`config.mk`:
```
export PLATFORM = sky130hd
export DESIGN_NAME = ahblite_gpio_seq_flat
export DESIGN_NICKNAME = d
export VERILOG_FILES = /design/src/rtl/ahblite_gpio_seq_if.sv /design/src/rtl/ahblite_gpio_seq.sv /design/src/flat_wrapper.sv
export SDC_FILE = /design/constraint.sdc
export NUM_CORES = 1
export LEC_CHECK = 0
export CAP_MARGIN = 0
export CORE_MARGIN = 2
export CORE_UTILIZATION = 40
export DETAILED_ROUTE_END_ITERATION = 10
export GPL_TIMING_DRIVEN = 0
export HOLD_SLACK_MARGIN = 0.1
export PLACE_DENSITY = 0.63
export SLEW_MARGIN = 40
export SYNTH_ARGS = -nofsm -noshare
export SYNTH_HDL_FRONTEND = slang
export SYNTH_SLANG_ARGS = --single-unit
```
`constraint.sdc`:
```
create_clock -name HCLK -period 3.72 [get_ports HCLK]
set_clock_uncertainty 0.05 [all_clocks]
set_input_delay 0.744 -clock HCLK [delete_from_list [all_inputs] [get_ports HCLK]]
set_output_delay 0.744 -clock HCLK [all_outputs]
set_load 0.01 [all_outputs]
```
`src/rtl/ahblite_gpio_seq_if.sv`:
```
// ahblite_gpio_seq_if: AHB-Lite slave port bundle for the GPIO sequencer
interface ahblite_gpio_seq_if;
  logic        HSEL;
  logic [31:0] HADDR;
  logic [1:0]  HTRANS;
  logic [2:0]  HSIZE;
  logic [3:0]  HPROT;
  logic        HWRITE;
  logic [31:0] HWDATA;
  logic        HREADY;
  logic        HREADYOUT;
  logic [31:0] HRDATA;
  logic        HRESP;
  modport master (output HSEL, HADDR, HTRANS, HSIZE, HPROT, HWRITE, HWDATA, HREADY,
                  input HREADYOUT, HRDATA, HRESP);
  modport slave  (input HSEL, HADDR, HTRANS, HSIZE, HPROT, HWRITE, HWDATA, HREADY,
                  output HREADYOUT, HRDATA, HRESP);
endinterface

```
`src/rtl/ahblite_gpio_seq.sv`:
```
// ahblite_gpio_seq: AHB-Lite slave that plays a {data, hold} pattern table onto GPIO outputs
module ahblite_gpio_seq #(
  parameter int DEPTH  = 8,
  parameter int HOLD_W = 16
) (
  input  logic                HCLK,
  input  logic                HRESETn,
  ahblite_gpio_seq_if.slave   bus,
  output logic                outEn,
  output logic [7:0]          oData,
  input  logic [7:0]          iData,
  output logic                irq
);
  localparam int AW = $clog2(DEPTH);
  typedef enum logic {IDLE, RUN} state_t;
  state_t state, state_d;
  logic [5:0] addr_q;
  logic wr_q, rd_q;
  logic loop, oen_idle, irq_en, done;
  logic [3:0] len, len_q;
  logic [2:0] idx, next_idx;
  logic [HOLD_W-1:0] cnt;
  logic [7:0] pat_data [DEPTH];
  logic [HOLD_W-1:0] pat_hold [DEPTH];
  logic [3:0] a, pa;
  logic [AW-1:0] pi, ld;
  logic pat_hit, wr_ctrl, start, stop, go, last, finish, load, done_set, done_clr, unused_ok;
  assign a        = addr_q[5:2];
  assign pa       = a - 4'd4;
  assign pi       = pa[AW-1:0];
  assign pat_hit  = (|a[3:2]) && (pa < 4'(DEPTH));
  assign wr_ctrl  = wr_q && a == 4'd0;
  assign stop     = wr_ctrl && bus.HWDATA[1];
  assign start    = wr_ctrl && bus.HWDATA[0] && !bus.HWDATA[1];
  assign go       = state == IDLE && start && len != 4'd0;
  assign last     = {1'b0, idx} == len_q - 4'd1;
  // a step ends when its hold counter has run out, unless a STOP lands on the same edge
  assign finish   = state == RUN && !stop && cnt == '0 && last && !loop;
  assign load     = go || (state == RUN && !stop && cnt == '0 && (!last || loop));
  assign next_idx = (go || last) ? 3'd0 : idx + 3'd1;
  assign ld       = next_idx[AW-1:0];
  assign done_set = finish || (state == IDLE && start && len == 4'd0);
  assign done_clr = wr_q && a == 4'd1 && bus.HWDATA[1];
  assign outEn    = state == RUN ? 1'b1 : oen_idle;
  assign bus.HREADYOUT = 1'b1;
  assign bus.HRESP     = 1'b0;
  assign bus.HRDATA = !rd_q       ? 32'd0 :
                      a == 4'd0   ? {27'd0, irq_en, oen_idle, loop, 2'b00} :
                      a == 4'd1   ? {25'd0, idx, 2'b00, done, state == RUN} :
                      a == 4'd2   ? {28'd0, len} :
                      a == 4'd3   ? {24'd0, iData} :
                      pat_hit     ? 32'({pat_hold[pi], pat_data[pi]}) : 32'd0;
  assign unused_ok = ^{bus.HSIZE, bus.HPROT, bus.HADDR[31:6], bus.HTRANS[0],
                       bus.HWDATA[31:8+HOLD_W], addr_q[1:0], pa};
  always_comb begin
    state_d = state;
    state_d = state == IDLE ? (go ? RUN : IDLE) : ((stop || finish) ? IDLE : RUN);
  end
  always_ff @(posedge HCLK or negedge HRESETn)
    if (!HRESETn) begin
      state    <= IDLE;
      addr_q   <= '0;
      wr_q     <= 1'b0;
      rd_q     <= 1'b0;
      loop     <= 1'b0;
      oen_idle <= 1'b0;
      irq_en   <= 1'b0;
      done     <= 1'b0;
      len      <= '0;
      len_q    <= '0;
      idx      <= '0;
      cnt      <= '0;
      oData    <= '0;
      irq      <= 1'b0;
      for (int i = 0; i < DEPTH; i++) begin
        pat_data[i] <= '0;
        pat_hold[i] <= '0;
      end
    end else begin
      state <= state_d;
      wr_q  <= bus.HSEL && bus.HTRANS[1] && bus.HREADY && bus.HWRITE;
      rd_q  <= bus.HSEL && bus.HTRANS[1] && bus.HREADY && !bus.HWRITE;
      if (bus.HSEL && bus.HTRANS[1] && bus.HREADY) addr_q <= bus.HADDR[5:0];
      if (wr_ctrl) {irq_en, oen_idle, loop} <= bus.HWDATA[4:2];
      if (wr_q && a == 4'd2) len <= (bus.HWDATA[3:0] > 4'(DEPTH)) ? 4'(DEPTH) : bus.HWDATA[3:0];
      if (wr_q && pat_hit) begin
        pat_data[pi] <= bus.HWDATA[7:0];
        pat_hold[pi] <= bus.HWDATA[8 +: HOLD_W];
      end
      done <= done_set || (done && !done_clr);
      irq  <= done && irq_en;
      if (go) len_q <= len;
      if (load) begin
        idx   <= next_idx;
        oData <= pat_data[ld];
        cnt   <= pat_hold[ld];
      end else if (state == RUN && !stop && cnt != '0) cnt <= cnt - HOLD_W'(1);
    end
endmodule

```
`src/flat_wrapper.sv`:
```
// flat-port wrapper written by rule: the top's interface ports become plain ports
module ahblite_gpio_seq_flat 
#(
  parameter int DEPTH  = 8,
  parameter int HOLD_W = 16
)
  (HCLK, HRESETn, outEn, oData, iData, irq, bus_HSEL, bus_HADDR, bus_HTRANS, bus_HSIZE, bus_HPROT, bus_HWRITE, bus_HWDATA, bus_HREADY, bus_HREADYOUT, bus_HRDATA, bus_HRESP);
  ahblite_gpio_seq_if bus_i ();
  input  logic HCLK;
  input  logic HRESETn;
  output logic outEn;
  output logic [7:0] oData;
  input  logic [7:0] iData;
  output logic irq;
  input wire logic [$bits(bus_i.HSEL)-1:0] bus_HSEL;
  input wire logic [$bits(bus_i.HADDR)-1:0] bus_HADDR;
  input wire logic [$bits(bus_i.HTRANS)-1:0] bus_HTRANS;
  input wire logic [$bits(bus_i.HSIZE)-1:0] bus_HSIZE;
  input wire logic [$bits(bus_i.HPROT)-1:0] bus_HPROT;
  input wire logic [$bits(bus_i.HWRITE)-1:0] bus_HWRITE;
  input wire logic [$bits(bus_i.HWDATA)-1:0] bus_HWDATA;
  input wire logic [$bits(bus_i.HREADY)-1:0] bus_HREADY;
  output wire logic [$bits(bus_i.HREADYOUT)-1:0] bus_HREADYOUT;
  output wire logic [$bits(bus_i.HRDATA)-1:0] bus_HRDATA;
  output wire logic [$bits(bus_i.HRESP)-1:0] bus_HRESP;
  assign bus_i.HSEL = bus_HSEL;
  assign bus_i.HADDR = bus_HADDR;
  assign bus_i.HTRANS = bus_HTRANS;
  assign bus_i.HSIZE = bus_HSIZE;
  assign bus_i.HPROT = bus_HPROT;
  assign bus_i.HWRITE = bus_HWRITE;
  assign bus_i.HWDATA = bus_HWDATA;
  assign bus_i.HREADY = bus_HREADY;
  assign bus_HREADYOUT = bus_i.HREADYOUT;
  assign bus_HRDATA = bus_i.HRDATA;
  assign bus_HRESP = bus_i.HRESP;
  ahblite_gpio_seq #(.DEPTH(DEPTH), .HOLD_W(HOLD_W)) u_core (.HCLK(HCLK), .HRESETn(HRESETn), .bus(bus_i), .outEn(outEn), .oData(oData), .iData(iData), .irq(irq));
endmodule
```
---- Yosys cells after proc, flatten, opt, wreduce, memory -nomap -nowiden ----
Cells that the tools add are included.
word-level totals
  logic and storage cells ................. 122
  input bits .............................. 86
  register bits after elaboration ......... 241
  output and inout bits ................... 44
operators by class
  magnitude comparators ................... 5
  add/sub/neg operators ................... 4
  equal/unequal tests ..................... 4
  muxes and demuxes ....................... 32
  bitwise gates (word level) .............. 3
  reductions and logical operators ........ 44
operators with widths
  cell                     count
  $mux W32                 5
  $bwmux W128              1
  $mux W16                 7
  $bmux W16 S3             2
  $bwmux W64               1
  $bmux W8 S3              2
  $demux W16 S3            1
  $mux W8                  5
  $logic_and A1 B1 Y1      25
  $demux W8 S3             1
  $mux W24                 1
  $logic_not A16 Y1        1
  $reduce_bool A16 Y1      1
  $sub A16 B1 Y16 const B  1
  $eq A4 B2 Y1 const B     2
  $ge A4 B4 Y1 const B     2
  $logic_not A4 Y1         2
  $not A3 Y4               2
  $logic_not A1 Y1         6
  $logic_or A1 B1 Y1       6
  $eq A3 B4 Y1             1
  $eq A4 B1 Y1 const B     1
  $gt A4 B4 Y1 const B     1
  $lt A4 B1 Y1 const B     1
  other kinds (11)         14

---- Depth between registers and ports, before layout ----
  depth after elaboration ................. 13
  mapped depth ............................ 14
  mapped depth without buffers ............ 9

---- Least setup slack after synthesis ----
OpenSTA, ideal clock, no wires.
  path type ............................... reg-to-reg
  start ................................... reg u_core.addr_q[4]
  end ..................................... reg u_core.cnt[13]
  data arrival time ....................... 3.165 ns
  required time ........................... 3.540 ns
  path buffers ............................ 5
  setup time .............................. 0.130 ns
  cell stages (with the launch flop) ...... 15
  clock period less this slack ............ 3.345 ns
  slack ................................... 0.375 ns
  cells stage by stage .................... dfrtp_1 > clkbuf_1 > inv_2 > buf_1 > clkbuf_1 > ha_1 > buf_2 > nor4bb_1 > buf_2 > and3_1 > nor2_1 > nand2_1 > mux2_2 > o21ai_0 > a31oi_1
on the way
  word-level cells in the longest chain between the ends .. 13
  elaborated cells on any way between the ends .. 21
  those cells by class .................... mux: 5; bitwise: 1; reduce/logical: 15
RTL lines
  element                                       RTL line                text
  start: declaration                            ahblite_gpio_seq.sv:17  logic [5:0] addr_q;
  start signal: assignment                      ahblite_gpio_seq.sv:83  if (bus.HSEL && bus.HTRANS[1] && bus.HREADY) addr_q <= bus.HADDR[5:0];
  $logic_not A4 Y1 *                            ahblite_gpio_seq.sv:32  assign wr_ctrl = wr_q && a == 4'd0;
  $logic_and A1 B1 Y1 *                         ahblite_gpio_seq.sv:32
  $logic_and A1 B1 Y1 (2 in series)             ahblite_gpio_seq.sv:34  assign start = wr_ctrl && bus.HWDATA[0] && !bus.HWDATA[1];
  $logic_and A1 B1 Y1 (2 in series)             ahblite_gpio_seq.sv:35  assign go = state == IDLE && start && len != 4'd0;
  $logic_or A1 B1 Y1                            ahblite_gpio_seq.sv:40  assign next_idx = (go || last) ? 3'd0 : idx + 3'd1;
  $mux W3                                       ahblite_gpio_seq.sv:40
  $not A3 Y4 (implied by the code)              ahblite_gpio_seq.sv:96  cnt <= pat_hold[ld];
  $bmux W16 S3                                  ahblite_gpio_seq.sv:96
  $mux W16 (implied by the code) (2 in series)  ahblite_gpio_seq.sv:96
  $mux W16                                      ahblite_gpio_seq.sv:93  if (load) begin
  end signal: assignment                        ahblite_gpio_seq.sv:96
  end signal: assignment                        ahblite_gpio_seq.sv:97  end else if (state == RUN && !stop && cnt != '0) cnt <= cnt - HOLD_W'(1);
  end: declaration                              ahblite_gpio_seq.sv:22  logic [HOLD_W-1:0] cnt;
Mark *: on every way between the ends. The rest lies on a longest branch, timed or not. The select of a mux whose other input is x is not followed.
A chain may end at the register's enable or synchronous reset.

---- Worst setup path after layout ----
  start ................................... reg u_core.addr_q[4]
  end ..................................... reg u_core.cnt[7]
Same word-level chain as after synthesis.

==> impl_metrics.tcl <==
set metrics [dict create \
    grt_max_degree 70 \
    synthFlopType "dfrtp_1" \
    synth-edff-count 0 \
    dieArea_um2 34000 \
    start_util_pct 40.3 \
    hpwlAfterDp_mm 30.2 \
    irDropWorstVdd_v 0.000412 \
    finalSetupViolCount 0 \
    drtIter0Drc 1167 \
    fmax_mhz 271 \
    fin_setup_tns_ns 0 \
    clock-sinks 239 \
    syn_inst 1098 \
    slew_violations 0 \
    cts_buffer_depth 3 \
    drtAntennaViolNets 0 \
    relSlewSlack_pct 36.5 \
    drt-total-wl_mm 44.0 \
    fp.dieW_um 184 \
    fillCellCount 2954 \
    num-nets-final 1305 \
    layout-drive-gt1-share_pct 32.5 \
    drtPass1Iterations 6 \
    synth-seq-cells 239 \
    whs_ns 0.142 \
    powerDensity_nw_per_um2 648 \
    vias 10240 \
    crit_type "reg2reg" \
    worstMarginPinSlew_ns 0.952 \
    utilization_pct 47.9 \
    yosysWarnings 0 \
    grt_pass1_vias 10203 \
    drc 0 \
    ys_seq_area_share_pct 45.9 \
    wire_per_inst_um 26.4 \
    overflow 0 \
    start_kind "register" \
    stdcell_count 1670 \
    fp.dieH_um 184 \
    hold_buffers 0 \
    antenna_found_initial 0 \
    io-pin-count 130 \
    stdcell_area_um2 15500 \
    cts_buffers 26 \
    p_leak_nw 6.74 \
    synth.distinct_cells 81 \
    hold_viol 0 \
    dp_cells 1625 \
    cap_viol_max_count 0 \
    place_area_um2 14500 \
    hold_path.class "in2async" \
    fin_crit_sh_pct 99.3 \
    rows 66 \
    period_minus_slack_ns 3.70 \
    clk_pin_slew_worst_paths_ns 0.06 \
    arrival_ns 4.09 \
    cts_tree "done" \
    htree_levels 1 \
    grtUsageTotal_pct 26.2 \
    core_um2 32300 \
    numPortBuffers 73 \
    worstSetupEndpointType "register" \
    rsz0062_at_grt "true" \
    worstPathMaxFanout 10 \
    status "finished, final reports clean" \
    cp.required_ns 4.11 \
    synthesis.area_um2 13000 \
    grt_pass1_wl_mm 66.1 \
    syn-mean-instance-area_um2 11.9 \
    syn_to_final_growth_pct 18.8 \
    cts_root_buf "clkbuf_16" \
    synthArstFlopShare_pct 100 \
    vias_per_cell 6.13 \
    clk-insertion-delay-late_ns 0.54 \
    place_congestion 0.961 \
]
-- cells in the final DEF, fill, tap and decap left out, types with 9 or more instances in the layout --
master             n
a21oi_1           44
buf_2             26
buf_4             26
clkbuf_1          21
clkbuf_16         28
clkdlybuf4s50_1   48
conb_1            10
dfrtp_1          238
dlygate4sd2_1     19
inv_1             15
mux2_2           203
mux2i_1           40
mux4_2            50
nand2_1           98
nand3_1           23
nor2_1            39
nor3_1            23
o21ai_0           47
o221ai_1          14
o22ai_1            9
-- cell usage after synthesis, drive strengths merged (4+ instances only) --
library cell,count,share of area [%]
o211ai,7,0.44
a31oi,7,0.34
o22ai,11,0.58
mux2,203,18
or3,4,0.23
a211oi,5,0.29
o311ai,6,0.54
clkbuf,26,0.75
nor2b,4,0.19
nor3,24,0.96
nand3,26,1.0
a22oi,6,0.35
nand2,102,3.0
nand4,5,0.24
a21oi,50,2.0
nor4,5,0.24
buf,56,2.5
o31ai,6,0.35
mux2i,43,3.3
mux4,50,8.6
inv,16,0.46
o221ai,14,0.94
xor2,6,0.40
ha,5,0.48
xnor2,4,0.27
and2,7,0.36
o32ai,5,0.34
nor2,43,1.3
dfrtp,239,46
o21ai,48,1.8
o22a,6,0.40
a2111oi,5,0.34
-- cell type report --
| type | instances | area [µm²] | share of cell area, % |
|---|---|---|---|
| Antenna cell | 1 | 2.50 | 0.0162 |
| Buffer | 80 | 522 | 3.37 |
| Clock buffer | 38 | 757 | 4.90 |
| Clock inverter | 3 | 65.1 | 0.421 |
| Inverter | 17 | 71.3 | 0.461 |
| Multi-Input combinational cell | 768 | 6660 | 43.0 |
| Sequential cell | 239 | 5980 | 38.7 |
| Tap cell | 442 | 553 | 3.58 |
| Timing Repair Buffer | 82 | 852 | 5.51 |
-- layer usage --
layer	up-vias	share of wire [%]	global-route usage [%]
li1	4342	-	-
met1	5285	43	37.5
met2	525	46	41.3
met3	88	8.8	3.79
met4	0	2.9	7.58
met5	-	0	0
-- registers in the layout, indices dropped and copies added, names as in the netlist, 3 cells and up --
name and count:
u_core.addr_q 4, u_core.cnt 16, u_core.idx 3, u_core.len 4
u_core.len_q 4, u_core.oData 8, u_core.pat_data 64, u_core.pat_hold 128
-- critical path, cell delays in order (launching register included) --
cell	delay, ns
dfrtp_4	0.49
inv_8	0.08
buf_12	0.17
clkbuf_16	0.18
ha_1	0.22
buf_4	0.17
nor4bb_1	0.14
buf_2	0.20
a21boi_2	0.42
nand2_2	0.38
o311ai_4	0.53
buf_6	0.23
o221ai_1	0.17
o211ai_1	0.13
-- power breakdown --
part	internal (W)	switching, W
Sequential	0.00316	0.000520
Combinational	0.00155	0.00222
Clock	0.00153	0.00105
-- timing repair --
action,in CTS,in global routing
endpoints found under the setup margin,249,28
gates resized for setup,59,21
setup buffers,4,0
gates cloned,1,0
-- worst paths after layout --
| check | start | end | slack (ns) | cells past startpoint |
|---|---|---|---|---|
| hold reg to reg | u_core.oData[6] | u_core.oData[6] | 0.45 | 2 |
| setup reg to reg | u_core.addr_q[4] | u_core.cnt[7] | 0.02 | 13 |
| min in group HCLK | u_core.oData[6] | u_core.oData[6] | 0.45 | 2 |
| setup / recovery | u_core.addr_q[4] | u_core.cnt[7] | 0.02 | 13 |
| hold / removal | HRESETn | u_core.pat_hold[54] | 0.14 | 2 |
| max in group asynchronous | HRESETn | u_core.pat_data[10] | 2.51 | 4 |
-- per-stage QoR --
step,setup slack (ns),total power [W]
global route,-0.0467,0.0104
global placement,-8.61,0.00722
finish,0.0249,0.0100
floorplan,0.375,0.00589
CTS,0.00986,0.00992
detailed placement,-1.52,0.00730
-- cells by family after synthesis --
group | Yosys count | share of synthesized area (%)
flip-flops | 239 | 45.9
AO/OA/AOI/OAI | 210 | 11.0
multiplexers | 296 | 29.5
buffers and inverters | 99 | 3.79
other | 2 | 0.0577
adder cells (fa/ha/maj) | 5 | 0.480
AND/OR/NAND/NOR | 237 | 8.52
XOR/XNOR | 10 | 0.673
Power figures use the tool's default switching activity.
